$ cat src/rtl/mem_lsu_pkg.sv
// Shared widths, memory opcodes, result selector and LSU state encoding.
// Imported by the load/store unit and its lane-alignment helper.
package mem_lsu_pkg;

    localparam int REG_BUS       = 32;
    localparam int REG_ADDR_BUS  = 5;
    localparam int ALU_OP_BUS    = 8;
    localparam int INST_ADDR_BUS = 32;

    localparam logic [ALU_OP_BUS-1:0] EXE_OR_OP   = 8'h25;
    localparam logic [ALU_OP_BUS-1:0] EXE_LD_B_OP  = 8'h80;
    localparam logic [ALU_OP_BUS-1:0] EXE_LD_H_OP  = 8'h81;
    localparam logic [ALU_OP_BUS-1:0] EXE_LD_W_OP  = 8'h82;
    localparam logic [ALU_OP_BUS-1:0] EXE_LD_BU_OP = 8'h83;
    localparam logic [ALU_OP_BUS-1:0] EXE_LD_HU_OP = 8'h84;
    localparam logic [ALU_OP_BUS-1:0] EXE_ST_B_OP  = 8'h88;
    localparam logic [ALU_OP_BUS-1:0] EXE_ST_H_OP  = 8'h89;
    localparam logic [ALU_OP_BUS-1:0] EXE_ST_W_OP  = 8'h8a;

    localparam logic [2:0] EXE_RES_LOAD = 3'b111;

    typedef enum logic [1:0] {
        ST_IDLE = 2'd0,
        ST_REQ  = 2'd1,
        ST_WAIT = 2'd2
    } lsu_state_t;

    function automatic logic is_load(input logic [ALU_OP_BUS-1:0] op);
        return (op == EXE_LD_B_OP) || (op == EXE_LD_H_OP) || (op == EXE_LD_W_OP) ||
               (op == EXE_LD_BU_OP) || (op == EXE_LD_HU_OP);
    endfunction

    function automatic logic is_store(input logic [ALU_OP_BUS-1:0] op);
        return (op == EXE_ST_B_OP) || (op == EXE_ST_H_OP) || (op == EXE_ST_W_OP);
    endfunction

    function automatic logic is_misaligned(input logic [ALU_OP_BUS-1:0] op,
                                           input logic [1:0] lo);
        logic half;
        logic word;
        half = (op == EXE_LD_H_OP) || (op == EXE_LD_HU_OP) || (op == EXE_ST_H_OP);
        word = (op == EXE_LD_W_OP) || (op == EXE_ST_W_OP);
        return (half && lo[0]) || (word && (lo != 2'b00));
    endfunction

endpackage

$ cat src/rtl/lsu_align.sv
// Store byte-lane generator and load extractor, keyed by opcode and the
// low two address bits.
module lsu_align
    import mem_lsu_pkg::*;
(
    input  logic [ALU_OP_BUS-1:0] aluop,
    input  logic [1:0]            addr_lo,
    input  logic [REG_BUS-1:0]    reg2,
    input  logic [REG_BUS-1:0]    rdata,
    output logic [3:0]            we,
    output logic [REG_BUS-1:0]    wdata,
    output logic [REG_BUS-1:0]    load_data
);

    logic [REG_BUS-1:0] shifted;

    assign shifted = rdata >> {addr_lo, 3'b000};

    // Byte lane gi carries the byte, half-word half or word byte that lands on it.
    generate
        for (genvar gi = 0; gi < 4; gi++) begin : g_lane
            assign wdata[8*gi +: 8] = (aluop == EXE_ST_B_OP) ? reg2[7:0] :
                                      (aluop == EXE_ST_H_OP) ? reg2[8*(gi%2) +: 8] :
                                                               reg2[8*gi +: 8];
        end
    endgenerate

    always_comb begin
        we = 4'b0000;
        case (aluop)
            EXE_ST_B_OP: we = 4'b0001 << addr_lo;
            EXE_ST_H_OP: we = 4'b0011 << addr_lo;
            EXE_ST_W_OP: we = 4'b1111;
            default:     we = 4'b0000;
        endcase
    end

    always_comb begin
        load_data = shifted;
        case (aluop)
            EXE_LD_B_OP:  load_data = {{24{shifted[7]}}, shifted[7:0]};
            EXE_LD_BU_OP: load_data = {24'h0, shifted[7:0]};
            EXE_LD_H_OP:  load_data = {{16{shifted[15]}}, shifted[15:0]};
            EXE_LD_HU_OP: load_data = {16'h0, shifted[15:0]};
            default:      load_data = shifted;
        endcase
    end

endmodule

$ cat src/rtl/mem_lsu.sv
// Memory-stage load/store unit: SRAM request/response handshake, alignment
// checks, load extension and pipeline stall generation.
module mem_lsu
    import mem_lsu_pkg::*;
(
    input  logic                     clk,
    input  logic                     rst,
    input  logic [ALU_OP_BUS-1:0]    aluop_i,
    input  logic [31:0]              mem_addr_i,
    input  logic [REG_BUS-1:0]       reg2_i,
    input  logic [REG_ADDR_BUS-1:0]  wd_i,
    input  logic                     wreg_i,
    input  logic [REG_BUS-1:0]       wdata_i,
    input  logic                     inst_valid_i,
    input  logic [INST_ADDR_BUS-1:0] inst_pc_i,
    output logic [REG_ADDR_BUS-1:0]  wd_o,
    output logic                     wreg_o,
    output logic [REG_BUS-1:0]       wdata_o,
    output logic                     inst_valid_o,
    output logic [INST_ADDR_BUS-1:0] inst_pc_o,
    output logic                     excp_ale_o,
    output logic                     stallreq_o,
    output logic                     data_req_o,
    output logic [3:0]               data_we_o,
    output logic [31:0]              data_addr_o,
    output logic [31:0]              data_wdata_o,
    input  logic                     data_addr_ok_i,
    input  logic                     data_data_ok_i,
    input  logic [31:0]              data_rdata_i
);

    lsu_state_t state_reg, state_next;
    logic       pending_reg, pending_next;

    logic         mem_op, ale, go, resp;
    logic [3:0]   lane_we;
    logic [31:0]  lane_wdata, load_data;

    assign mem_op = inst_valid_i && (is_load(aluop_i) || is_store(aluop_i));
    assign ale    = mem_op && is_misaligned(aluop_i, mem_addr_i[1:0]);
    assign go     = mem_op && !ale;
    // data_ok only counts once the current access has been accepted.
    assign resp   = (state_reg == ST_WAIT) && pending_reg && data_data_ok_i;

    lsu_align u_align (
        .aluop     (aluop_i),
        .addr_lo   (mem_addr_i[1:0]),
        .reg2      (reg2_i),
        .rdata     (data_rdata_i),
        .we        (lane_we),
        .wdata     (lane_wdata),
        .load_data (load_data)
    );

    always_ff @(posedge clk or posedge rst) begin
        if (rst) begin
            state_reg   <= ST_IDLE;
            pending_reg <= 1'b0;
        end else begin
            state_reg   <= state_next;
            pending_reg <= pending_next;
        end
    end

    always_comb begin
        state_next   = state_reg;
        pending_next = pending_reg;
        case (state_reg)
            ST_IDLE: begin
                if (go) begin
                    state_next   = data_addr_ok_i ? ST_WAIT : ST_REQ;
                    pending_next = data_addr_ok_i;
                end
            end
            ST_REQ: begin
                if (data_addr_ok_i) begin
                    state_next   = ST_WAIT;
                    pending_next = 1'b1;
                end
            end
            ST_WAIT: begin
                if (resp) begin
                    state_next   = ST_IDLE;
                    pending_next = 1'b0;
                end
            end
            default: begin
                state_next   = ST_IDLE;
                pending_next = 1'b0;
            end
        endcase
    end

    always_comb begin
        wd_o         = '0;
        wreg_o       = 1'b0;
        wdata_o      = '0;
        inst_valid_o = 1'b0;
        inst_pc_o    = '0;
        excp_ale_o   = 1'b0;
        stallreq_o   = 1'b0;
        data_req_o   = 1'b0;
        data_we_o    = 4'b0000;
        data_addr_o  = '0;
        data_wdata_o = '0;
        if (!rst) begin
            wd_o         = wd_i;
            wreg_o       = wreg_i;
            wdata_o      = wdata_i;
            inst_valid_o = inst_valid_i;
            inst_pc_o    = inst_pc_i;
            data_req_o   = ((state_reg == ST_IDLE) && go) || (state_reg == ST_REQ);
            stallreq_o   = data_req_o || ((state_reg == ST_WAIT) && !resp);
            if (data_req_o) begin
                data_we_o    = lane_we;
                data_addr_o  = {mem_addr_i[31:2], 2'b00};
                data_wdata_o = lane_wdata;
            end
            if (ale) begin
                excp_ale_o = 1'b1;
                wreg_o     = 1'b0;
            end else if (mem_op && is_store(aluop_i)) begin
                wreg_o = 1'b0;
            end else if (mem_op) begin
                wdata_o = load_data;
            end
        end
    end

endmodule

$ cat config.mk
export PLATFORM = sky130hd
export DESIGN_NAME = mem_lsu
export DESIGN_NICKNAME = d
export VERILOG_FILES = /design/src/rtl/mem_lsu_pkg.sv /design/src/rtl/lsu_align.sv /design/src/rtl/mem_lsu.sv
export SDC_FILE = /design/constraint.sdc
export NUM_CORES = 1
export LEC_CHECK = 0
export ABC_CLOCK_PERIOD_IN_PS = 4200
export CAP_MARGIN = 5
export CORE_AREA = 2 2 124 126
export CTS_CLUSTER_SIZE = 30
export DETAILED_ROUTE_END_ITERATION = 8
export DIE_AREA = 0 0 126 128
export GPL_TIMING_DRIVEN = 0
export REMOVE_ABC_BUFFERS = 1
export SLEW_MARGIN = 20
export SYNTH_ARGS = -nofsm -noshare
export SYNTH_HDL_FRONTEND = slang
export SYNTH_SLANG_ARGS = --single-unit
export TNS_END_PERCENT = 1
$ cat constraint.sdc
create_clock -name clk -period 4.2 [get_ports clk]
set_input_delay 1.05 -clock clk [delete_from_list [all_inputs] [get_ports clk]]
set_output_delay 1.05 -clock clk [all_outputs]
set_load 0.005 [all_outputs]
Yosys cells after proc, flatten, opt, wreduce, memory -nomap -nowiden
Index checks and enable logic that the tools add are counted.
{"block": "totals", "out_inout_bits": 142, "reg_bits": 3, "elab_cells": 82}
{"block": "op_classes", "reduce_logical": 28, "muxes": 36, "eq_ne": 13, "shifts": 3}
{"op": "2-to-1 mux 32 bit", "count": 9}
{"op": "case mux 32 bit (4 select lines)", "count": 1}
{"op": "== test 8 bit, second input constant", "count": 8}
{"op": "2-to-1 mux 8 bit", "count": 5}
{"op": "right shift 32 x 5 -> 32 bit", "count": 1}
{"op": "logical OR 1 bit", "count": 13}
{"op": "case mux 4 bit (3 select lines)", "count": 1}
{"op": "2-to-1 mux 1 bit", "count": 11}
{"op": "logical AND 1 bit", "count": 10}
{"op": "2-to-1 mux 2 bit", "count": 4}
{"op": "2-to-1 mux 4 bit", "count": 2}
{"op": "!= test 2 bit, second input constant", "count": 3}
{"op": "case mux 2 bit (3 select lines)", "count": 1}
{"op": "2-to-1 mux 5 bit", "count": 1}
{"op": "left shift 1 x 2 -> 4 bit, first input constant", "count": 1}
{"op": "left shift 2 x 2 -> 4 bit, first input constant", "count": 1}
{"op": "case mux 1 bit (3 select lines)", "count": 1}
{"op": "AND reduction 3 bit", "count": 1}
{"op": "== test 2 x 1 -> 1 bit, second input constant", "count": 1}
{"op": "== test 2 bit, second input constant", "count": 1}
{"op": "logical NOT 1 bit", "count": 2}
{"op": "logical NOT 2 bit", "count": 1}
{"op": "nonzero test 2 bit", "count": 1}

Logic depth before layout (Yosys ltp)
Gate-level depths: netlist of the first run.
{"block": "logic_depth", "word_depth": 14, "mapped_depth": 10}

By module
Synthesis of the first run repeated with hierarchy kept, for this count alone.
{"block": "unflattened", "cells_unflattened": 415, "hier_area_um2": 2720.1}
{"mod": "mem_lsu", "n_inst": 1, "area_each_um2": 1475.2, "cells_per_inst": 225}
{"mod": "lsu_align", "n_inst": 1, "area_each_um2": 1244.9, "cells_per_inst": 190}

Worst setup path after synthesis of the first run
Ideal clock, no wire load.
{"block": "synth_timing", "path_kind": "in2out", "from": "input port mem_addr_i[0]", "to": "output port data_addr_o[12]", "arrival_ps": 2643, "slack_ps": 507, "cell_stages": 10, "cell_sequence": "clkbuf_1 o21ai_0 a2bb2oi_1 o221ai_1 a211o_1 buf_2 inv_2 buf_4 buf_4 and2_1"}
{"block": "synth_between", "elab_chain_cells": 10, "elab_cells_between_ends": 11, "classes_between": "mux: 2; reduce/logical: 9"}
{"element": "start, declared", "line": "mem_lsu.sv:9", "text": "input logic [31:0] mem_addr_i,"}
{"element": "nonzero test 2 bit", "line": "mem_lsu_pkg.sv:43", "text": "return (half && lo[0]) || (word && (lo != 2'b00));"}
{"element": "logical AND 1 bit", "line": "mem_lsu_pkg.sv:43"}
{"element": "logical OR 1 bit (*)", "line": "mem_lsu_pkg.sv:43"}
{"element": "logical AND 1 bit (*)", "line": "mem_lsu.sv:40", "text": "assign ale = mem_op && is_misaligned(aluop_i, mem_addr_i[1:0]);"}
{"element": "logical NOT 1 bit (*)", "line": "mem_lsu.sv:41", "text": "assign go = mem_op && !ale;"}
{"element": "logical AND 1 bit (*)", "line": "mem_lsu.sv:41"}
{"element": "logical AND 1 bit (*)", "line": "mem_lsu.sv:112", "text": "data_req_o = ((state_reg == ST_IDLE) && go) || (state_reg == ST_REQ);"}
{"element": "logical OR 1 bit (*)", "line": "mem_lsu.sv:112"}
{"element": "2-to-1 mux 32 bit (*)", "line": "mem_lsu.sv:114", "text": "if (data_req_o) begin"}
{"element": "2-to-1 mux 32 bit (*)", "line": "mem_lsu.sv:106", "text": "if (!rst) begin"}
{"element": "end, declared", "line": "mem_lsu.sv:25", "text": "output logic [31:0] data_addr_o,"}
Mark *: on every way between the ends. The rest lies on a longest branch, timed or not.

Worst setup path in the final report of the first run
{"block": "layout_timing", "from": "input port rst", "to": "output port wreg_o"}
{"block": "layout_between", "elab_chain_cells": 1}
{"element": "start, declared", "line": "mem_lsu.sv:7", "text": "input logic rst,"}
{"element": "2-to-1 mux 1 bit", "line": "mem_lsu.sv:106"}
{"element": "end, declared", "line": "mem_lsu.sv:17", "text": "output logic wreg_o,"}
No other way between the ends.

==> results.sh, run 1 <==
export IMPL_grtUsageTotal=0.202
export IMPL_cp_cell_sequence="buf_4, inv_1, and3_1, clkdlybuf4s50_1"
export IMPL_finalNetCount=941
export IMPL_netlist_area_before_placement_sq_um=2590
export IMPL_multi_input_comb_area_sq_um=2490
export IMPL_status="finished with violations"
export IMPL_core_region_area_sq_um=14900
export IMPL_finalWorstSetupSlack_ps=-41.5
export IMPL_ys_ff_latch=2
export IMPL_timing_hold_worst_class="register to register"
export IMPL_postSynthCellCount=421
export IMPL_tritoncts="yes"
export IMPL_critPathLaunchType="input pin"
export IMPL_worstPathArrival_ps=3190
export IMPL_synth_async_sr_flop_share=1.00
export IMPL_peakVddDrop_mv=0.0933
export IMPL_number_of_fill_cells=1513
export IMPL_timing_critical_path_required_ps=3150
export IMPL_share_of_layout_cells_above_drive_strength_1=0.174
export IMPL_cts_htree_levels=1
export IMPL_io_buffers=318
export IMPL_ctsLongestPathBuffers=2
export IMPL_cts_hold_buf=0
export IMPL_synth_top_cells_by_area="sky130_fd_sc_hd__mux2i_1, sky130_fd_sc_hd__nor2b_1, sky130_fd_sc_hd__and2_1"
export IMPL_fmax_mhz=236
export IMPL_maxCapViolations=0
export IMPL_netSwitchingPower_mw=0.200
export IMPL_power_sequential_fraction=0.033
export IMPL_detailedPlace_worstSlack_ps=-1380
export IMPL_post_synth_cell_area_avg_sq_um=6.14
export IMPL_fin_crit_sh=1.01
export IMPL_fp_dieW_um=126
export IMPL_netlist_top_cells_count="sky130_fd_sc_hd__nand2_1, sky130_fd_sc_hd__nor2b_1, sky130_fd_sc_hd__nor2_1, sky130_fd_sc_hd__and2_1, sky130_fd_sc_hd__a21oi_1"
export IMPL_finalSetupViolCount=1
export IMPL_total_power_mw=0.613
export IMPL_max_ffs_per_register=2
export IMPL_slew_headroom=0.427
export IMPL_power_per_cell_area_nw_per_um2=94.0
export IMPL_final_antenna_net_count=0
export IMPL_fp_dieArea_sq_um=16100
export IMPL_critical_path_peak_fanout=77
export IMPL_synth_largest_type_area_fraction=0.128
export IMPL_grt_max_degree=78
export IMPL_measured_slew_at_the_worst_slew_check_pin_ps=860
export IMPL_netlist_top_cell_by_area="sky130_fd_sc_hd__mux2i_1"
export IMPL_grt_pass1_wl_um=25800
export IMPL_synth_warnings=0
export IMPL_swShare=0.327
export IMPL_floorplan_rows=45
export IMPL_routed_wl_um=17400
export IMPL_die_h_um=128
export IMPL_clock_sinks=2
export IMPL_clock_insertion_delay_at_the_later_pin_of_the_skew_report_ps=230
export IMPL_first_global_vias=4632
export IMPL_routed_via_count=4532
export IMPL_post_drt_wl_per_cell_um=18.4
export IMPL_cts_clk_slew_worst_paths_ps=30
export IMPL_failing_checks="setup timing"
export IMPL_layout_overhead_on_the_synthesized_area_pct=152
export IMPL_final_number_of_max_transition_violations=0
export IMPL_critical_path_slowest_cell="sky130_fd_sc_hd__buf_4"
export IMPL_postSynth_topFlopCell="sky130_fd_sc_hd__dfrtp_1"
export IMPL_leakage_nw=2.85
export IMPL_timing_final_hold_violations=0
export IMPL_clock_tree_root_cell="sky130_fd_sc_hd__clkbuf_16"
export IMPL_critical_path_top_delay_family="buffers and inverters"
export IMPL_synth_edf_count=0
export IMPL_r2r_setup_slack_ps=3190
export IMPL_fin_crit_ps=4240
export IMPL_antenna_violations_before_repair=2
export IMPL_numCtsBuffers=3
export IMPL_intPower_mw=0.413
export IMPL_critical_path_capture_point_type="primary output"
export IMPL_clock_skew_final_ps=2.12
export IMPL_timing_worst_setup_path_type="input pin to primary output"
export IMPL_timing_setup_tns_ps=-41.5
export IMPL_routed_via_density=4.77
export IMPL_place_congestion=0.833
export IMPL_power_share_combinational=0.725
export IMPL_detailed_place_hpwl_um=12700
export IMPL_initial_utilization=0.174
export IMPL_grt_overflow_total=0
export IMPL_unrepaired_setup_endpoints_after_global_routing="yes"
export IMPL_critical_path_max_stage_delay_ps=660
export IMPL_clock_power_share=0.242
export IMPL_netlist_cell_type_count=49
export IMPL_design_portCount=321
export IMPL_drt_iter0_drc=136
export IMPL_regArea_sq_um=50.0
export IMPL_yosys_cell_count_top_type="sky130_fd_sc_hd__nand2_1"
export IMPL_dr_pass1_iters=5
export IMPL_detail_route_drc_violations=0
export IMPL_critical_path_n_buffers_inverters=3
export IMPL_synth_seq_area_share=0.0194
[area by class of cell]
cell class | count | share of cell area
Inverter | 14 | 0.0105
Timing Repair inverter | 7 | 0.00978
Sequential cell | 2 | 0.00767
Tap cell | 188 | 0.0361
Clock buffer | 3 | 0.0115
Multi-Input combinational cell | 364 | 0.382
Antenna cell | 2 | 0.000767
Timing Repair Buffer | 370 | 0.541
[power groups by stage]
| stage | Combinational (mW) | Sequential [mW] | Clock (mW) |
|---|---|---|---|
| floorplan | 0.116 | 0.0201 | 0 |
| global placement | 0.426 | 0.0202 | 0 |
| detailed placement | 0.432 | 0.0202 | 0 |
| CTS | 0.441 | 0.0204 | 0.149 |
| global route | 0.479 | 0.0204 | 0.149 |
| finish | 0.445 | 0.0204 | 0.148 |
[logic make-up after synthesis]
family | Yosys count | share of synthesized area
DFF | 2 | 0.0194
other | 1 | 0.00145
and+or+nand+nor | 209 | 0.426
muxes | 36 | 0.145
buffers and inverters | 58 | 0.0982
AOI/OAI and AO/OA | 115 | 0.310
[metrics by stage]
stage	util	hold WS [ps]	std cells	instance area (sq um)
floorplan	-	493	378	2390
global route	0.439	649	950	6520
global placement	0.391	517	884	5810
finish	0.439	573	950	6520
CTS	0.436	573	945	6480
detailed placement	0.397	535	890	5910
[final timing paths]
| kind | start | to | cells after the start |
|---|---|---|---|
| max | rst | wreg_o | 4 |
| min in group asynchronous | rst | state_reg[0] | 2 |
| min reg2reg | state_reg[0] | state_reg[1] | 3 |
| min | state_reg[0] | state_reg[1] | 3 |
| max reg2reg | state_reg[0] | state_reg[1] | 3 |
| max in group asynchronous | rst | state_reg[1] | 2 |
[layout by cell type (no fill, tap or decap), types with 5 or more instances in the layout]
cell                              count
sky130_fd_sc_hd__mux2i_1             33
sky130_fd_sc_hd__buf_2                9
sky130_fd_sc_hd__nor2b_1             48
sky130_fd_sc_hd__o32ai_2              5
sky130_fd_sc_hd__nand2_1             48
sky130_fd_sc_hd__clkdlybuf4s15_1     10
sky130_fd_sc_hd__a211oi_1            18
sky130_fd_sc_hd__a21oi_2              6
sky130_fd_sc_hd__buf_4               42
sky130_fd_sc_hd__o32ai_1             16
sky130_fd_sc_hd__dlygate4sd2_1       59
sky130_fd_sc_hd__inv_1               12
sky130_fd_sc_hd__clkdlybuf4s15_2      6
sky130_fd_sc_hd__clkdlybuf4s50_1    219
sky130_fd_sc_hd__and2_1              37
sky130_fd_sc_hd__o21ai_0             16
sky130_fd_sc_hd__clkbuf_2             8
sky130_fd_sc_hd__nand3_1             10
sky130_fd_sc_hd__nor2_1              41
sky130_fd_sc_hd__buf_6                5
sky130_fd_sc_hd__a21oi_1             31
[worst register-to-register path, delay by kind of cell (launching register included)]
kind / cells / cell delay, ps
flip-flops: 1 / 360
AO/OA/AOI/OAI: 2 / 330
buffers and inverters: 1 / 190
[metal layers]
| layer | share of wire | GRT usage |
|---|---|---|
| met4 | 0.026 | 0.0569 |
| met2 | 0.55 | 0.404 |
| met1 | 0.35 | 0.207 |
| met3 | 0.078 | 0.0459 |
| met5 | 0 | 0 |
[repair_timing]
item / 4_1_cts / 5_1_grt
hold endpoints to repair: 0 / 0
pin swaps: 12 / 3
cloned: 9 / 0
gates resized for setup: 187 / 33
setup buffers: 43 / 3
endpoints found under the setup margin: 102 / 102
Note: power is estimated with default switching activity, not from simulation.
==> run 2: changes to the inputs <==
--- a/config.mk
+++ b/config.mk
@@ -7,14 +7,15 @@
 export LEC_CHECK = 0
 export ABC_CLOCK_PERIOD_IN_PS = 4200
 export CAP_MARGIN = 5
-export CORE_AREA = 2 2 124 126
+export CORE_AREA = 2 2 125 127
 export CTS_CLUSTER_SIZE = 30
 export DETAILED_ROUTE_END_ITERATION = 8
-export DIE_AREA = 0 0 126 128
+export DIE_AREA = 0 0 127 129
 export GPL_TIMING_DRIVEN = 0
 export REMOVE_ABC_BUFFERS = 1
 export SLEW_MARGIN = 20
 export SYNTH_ARGS = -nofsm -noshare
 export SYNTH_HDL_FRONTEND = slang
+export SYNTH_HIERARCHICAL = 1
 export SYNTH_SLANG_ARGS = --single-unit
 export TNS_END_PERCENT = 1
==> run 2 against run 1 <==
The flow still finishes with violations (setup timing). Power decreased by 2.7%. Hold slack got worse by 22 ps. Area after synthesis rose by 5.2%. Sequential share of layout area is essentially flat. Largest power group unchanged. Register-to-register slack better by 150 ps. Synthesized cell count shrank 1.4%. Count of clock-buffer cells in the layout is the same. Final area down 2.6%. Routed wire length shrank 13%. Non-clock buffer count decreased by 33. Utilization decreased by 1.5 points.
==> results.sh, run 2 <==
export IMPL_fp_dieArea_sq_um=16400
export IMPL_postSynth_topFlopCell="sky130_fd_sc_hd__dfrtp_1"
export IMPL_die_h_um=129
export IMPL_grtUsageTotal=0.171
export IMPL_synth_warnings=6
export IMPL_ys_ff_latch=2
export IMPL_layout_overhead_on_the_synthesized_area_pct=134
export IMPL_fmax_mhz=230
export IMPL_timing_final_hold_violations=0
export IMPL_synth_largest_type_area_fraction=0.213
export IMPL_netlist_area_before_placement_sq_um=2720
export IMPL_postSynthCellCount=415
export IMPL_design_portCount=321
export IMPL_fin_crit_ps=4350
export IMPL_hold_worst_slack_ps=552
export IMPL_synth_async_sr_flop_share=1.00
export IMPL_number_of_fill_cells=1466
export IMPL_routed_wl_um=15200
export IMPL_netlist_top_cell_by_area="sky130_fd_sc_hd__mux2i_1"
export IMPL_yosys_area_share_simple=0.453
export IMPL_fin_crit_sh=1.04
export IMPL_fp_dieW_um=127
export IMPL_maxCapViolations=0
export IMPL_power_per_cell_area_nw_per_um2=93.9
export IMPL_timing_worst_setup_path_type="input pin to primary output"
export IMPL_dr_pass1_iters=5
export IMPL_fin_area_sq_um=6350
export IMPL_grt_pass1_wl_um=22600
export IMPL_core_region_area_sq_um=15000
export IMPL_cts_htree_levels=1
export IMPL_final_number_of_max_transition_violations=0
export IMPL_final_antenna_net_count=0
export IMPL_layoutNonFillerInstCount=904
export IMPL_dpl_cell_area_sq_um=5990
export IMPL_grt_overflow_total=0
export IMPL_regArea_sq_um=50.0
export IMPL_status="finished with violations"
export IMPL_synth_seq_area_share=0.0184
export IMPL_yosys_cell_count_top_type="sky130_fd_sc_hd__and2_1"
export IMPL_first_global_vias=4206
export IMPL_critical_path_capture_point_type="primary output"
export IMPL_worstPathArrival_ps=3300
export IMPL_drt_iter0_drc=137
export IMPL_finalWorstSetupSlack_ps=-151
export IMPL_synth_top_family_by_area="simple AND/OR/NAND/NOR gates"
export IMPL_measured_slew_at_the_worst_slew_check_pin_ps=723
export IMPL_timing_hold_worst_class="register to register"
export IMPL_netlist_cell_type_count=47
export IMPL_initial_utilization=0.182
export IMPL_numCtsBuffers=3
export IMPL_insertedDiodeCount=0
export IMPL_share_of_layout_cells_above_drive_strength_1=0.101
export IMPL_antenna_violations_before_repair=0
export IMPL_peakVddDrop_mv=0.0768
export IMPL_detailed_place_hpwl_um=11800
export IMPL_routed_via_density=4.52
export IMPL_detail_route_drc_violations=0
export IMPL_ctsLongestPathBuffers=2
export IMPL_clock_insertion_delay_at_the_later_pin_of_the_skew_report_ps=220
export IMPL_cts_clk_slew_worst_paths_ps=30
export IMPL_post_synth_fa_ha_maj_area_fraction=0
export IMPL_cts_hold_buf=0
export IMPL_critPathLaunchType="input pin"
export IMPL_synthMuxAreaShare=0.280
export IMPL_failing_checks="setup timing"
export IMPL_floorplan_rows=45
export IMPL_finalSetupViolCount=57
export IMPL_multi_input_comb_area_sq_um=2530
export IMPL_numPlacedInstances=885
export IMPL_grt_max_degree=76
export IMPL_slew_headroom=0.518
export IMPL_most_common_layout_cells="sky130_fd_sc_hd__clkdlybuf4s50_1, sky130_fd_sc_hd__and2_1, sky130_fd_sc_hd__mux2i_1"
export IMPL_io_buffers=318
export IMPL_place_congestion=0.861
export IMPL_post_drt_wl_per_cell_um=16.8
export IMPL_mostFrequentLayoutCell="sky130_fd_sc_hd__clkdlybuf4s50_1"
export IMPL_timing_critical_path_required_ps=3150
export IMPL_post_synth_cell_area_avg_sq_um=6.55
export IMPL_synth_xor_area_frac=0.00322
export IMPL_clock_tree_root_cell="sky130_fd_sc_hd__clkbuf_16"
export IMPL_routed_via_count=4085
export IMPL_finalNetCount=897
export IMPL_clock_skew_final_ps=2.09
export IMPL_share_of_the_synthesized_area_in_compound_gates_ao_oa_aoi_oai=0.145
export IMPL_synth_edf_count=0
export IMPL_clock_sinks=2
export IMPL_tritoncts="yes"
export IMPL_synth_top_cells_by_area="sky130_fd_sc_hd__mux2i_1, sky130_fd_sc_hd__and2_1, sky130_fd_sc_hd__nor2b_1"
export IMPL_max_ffs_per_register=2
export IMPL_leakage_nw=3.10
export IMPL_netlist_top_cells_count="sky130_fd_sc_hd__and2_1, sky130_fd_sc_hd__mux2i_1, sky130_fd_sc_hd__nor2_1, sky130_fd_sc_hd__nor2b_1, sky130_fd_sc_hd__nand2_1"
export IMPL_critical_path_peak_fanout=10
export IMPL_final_core_util=0.424
export IMPL_unrepaired_setup_endpoints_after_global_routing="yes"
[run 2: cell count changes after synthesis, moves of 6 or more]
| cell | change |
|---|---|
| sky130_fd_sc_hd__and2_1 | +35 |
| sky130_fd_sc_hd__mux2_2 | +14 |
| sky130_fd_sc_hd__inv_1 | -6 |
| sky130_fd_sc_hd__o32ai_1 | -20 |
| sky130_fd_sc_hd__clkbuf_1 | -16 |
| sky130_fd_sc_hd__nor2_1 | +8 |
| sky130_fd_sc_hd__nand2_1 | -17 |
| sky130_fd_sc_hd__mux2i_1 | +25 |
| sky130_fd_sc_hd__a21oi_1 | -14 |
| sky130_fd_sc_hd__nand3_1 | -7 |
| sky130_fd_sc_hd__buf_2 | -6 |
| sky130_fd_sc_hd__a211oi_1 | -13 |
| sky130_fd_sc_hd__buf_4 | +14 |
[run 2: final timing paths]
| path | end | depth (start not counted) | slack, ps | from |
|---|---|---|---|---|
| max | wdata_o[18] | 9 | -150 | aluop_i[6] |
| min | state_reg[0] | 1 | 550 | state_reg[1] |
| max reg2reg | state_reg[1] | 2 | 3340 | state_reg[1] |
| min reg2reg | state_reg[0] | 1 | 550 | state_reg[1] |
| max in group asynchronous | state_reg[1] | 2 | 3000 | rst |
| min in group asynchronous | state_reg[0] | 2 | 1050 | rst |
[run 2: logic make-up (layout without fill, tap and decap cells)]
family,Yosys count,after routing
AOI/OAI and AO/OA,64,65
xor gates and xnor gates,1,1
buffers and inverters,48,347
DFF,2,2
muxes,74,74
other,1,2
and+or+nand+nor,225,225
[run 2: layer usage]
layer / vias to the layer above / global-route usage / routed length, um
met5: - / 0 / 0
met4: 0 / 0.0388 / 299
met3: 20 / 0.0457 / 1490
met2: 226 / 0.323 / 7660
met1: 1847 / 0.192 / 5730
li1: 1992 / - / -
[run 2: stage by stage]
step                      setup TNS (ps)  power [mW]  setup slack, ps
after global routing              -10180       0.637             -287
after floorplan                   -22220       0.136             -694
after CTS                         -12040       0.597             -221
after detailed placement         -105410       0.444            -1290
after global placement           -320560       0.440            -4120
final                              -3430       0.597             -151
[run 2: critical path, stage by stage]
cell                              delay [ps]
sky130_fd_sc_hd__clkdlybuf4s15_2         200
sky130_fd_sc_hd__or4b_4                  600
sky130_fd_sc_hd__nor3_4                  210
sky130_fd_sc_hd__o2111ai_4               260
sky130_fd_sc_hd__buf_6                   210
sky130_fd_sc_hd__o21ai_0                  80
sky130_fd_sc_hd__mux2i_1                  90
sky130_fd_sc_hd__nor2_1                   90
sky130_fd_sc_hd__clkdlybuf4s50_1         510
[run 2: report_power, final]
| part | leakage (nW) | internal [mW] | switching (mW) |
|---|---|---|---|
| Combinational | 3.04 | 0.278 | 0.156 |
| Sequential | 0.0279 | 0.0197 | 0.000371 |
| Clock | 0.0370 | 0.121 | 0.0217 |
| Total | 3.10 | 0.418 | 0.178 |
[run 2: area by class of cell]
| type | count | area share |
|---|---|---|
| timing repair buffer | 337 | 0.541 |
| inverter | 7 | 0.00413 |
| clock buffer | 3 | 0.0118 |
| sequential | 2 | 0.00788 |
| multi-input combinational | 367 | 0.398 |
| tap | 188 | 0.0370 |
[run 2: repair_timing]
action / 4_1_cts / 5_1_grt
endpoints found under the setup margin: 102 / 101
cloned: 2 / 0
gates resized for setup: 64 / 39
pin swaps: 8 / 3
buffers inserted: 12 / 2
==> run 3: changes to the inputs <==
--- a/config.mk
+++ b/config.mk
@@ -8,6 +8,7 @@
 export ABC_CLOCK_PERIOD_IN_PS = 4200
 export CAP_MARGIN = 5
 export CORE_AREA = 2 2 125 127
+export CTS_CLUSTER_DIAMETER = 200
 export CTS_CLUSTER_SIZE = 30
 export DETAILED_ROUTE_END_ITERATION = 8
 export DIE_AREA = 0 0 127 129
==> results of run 3 <==
Same layout as run 2: the final DEF is identical, and so are final timing and power.
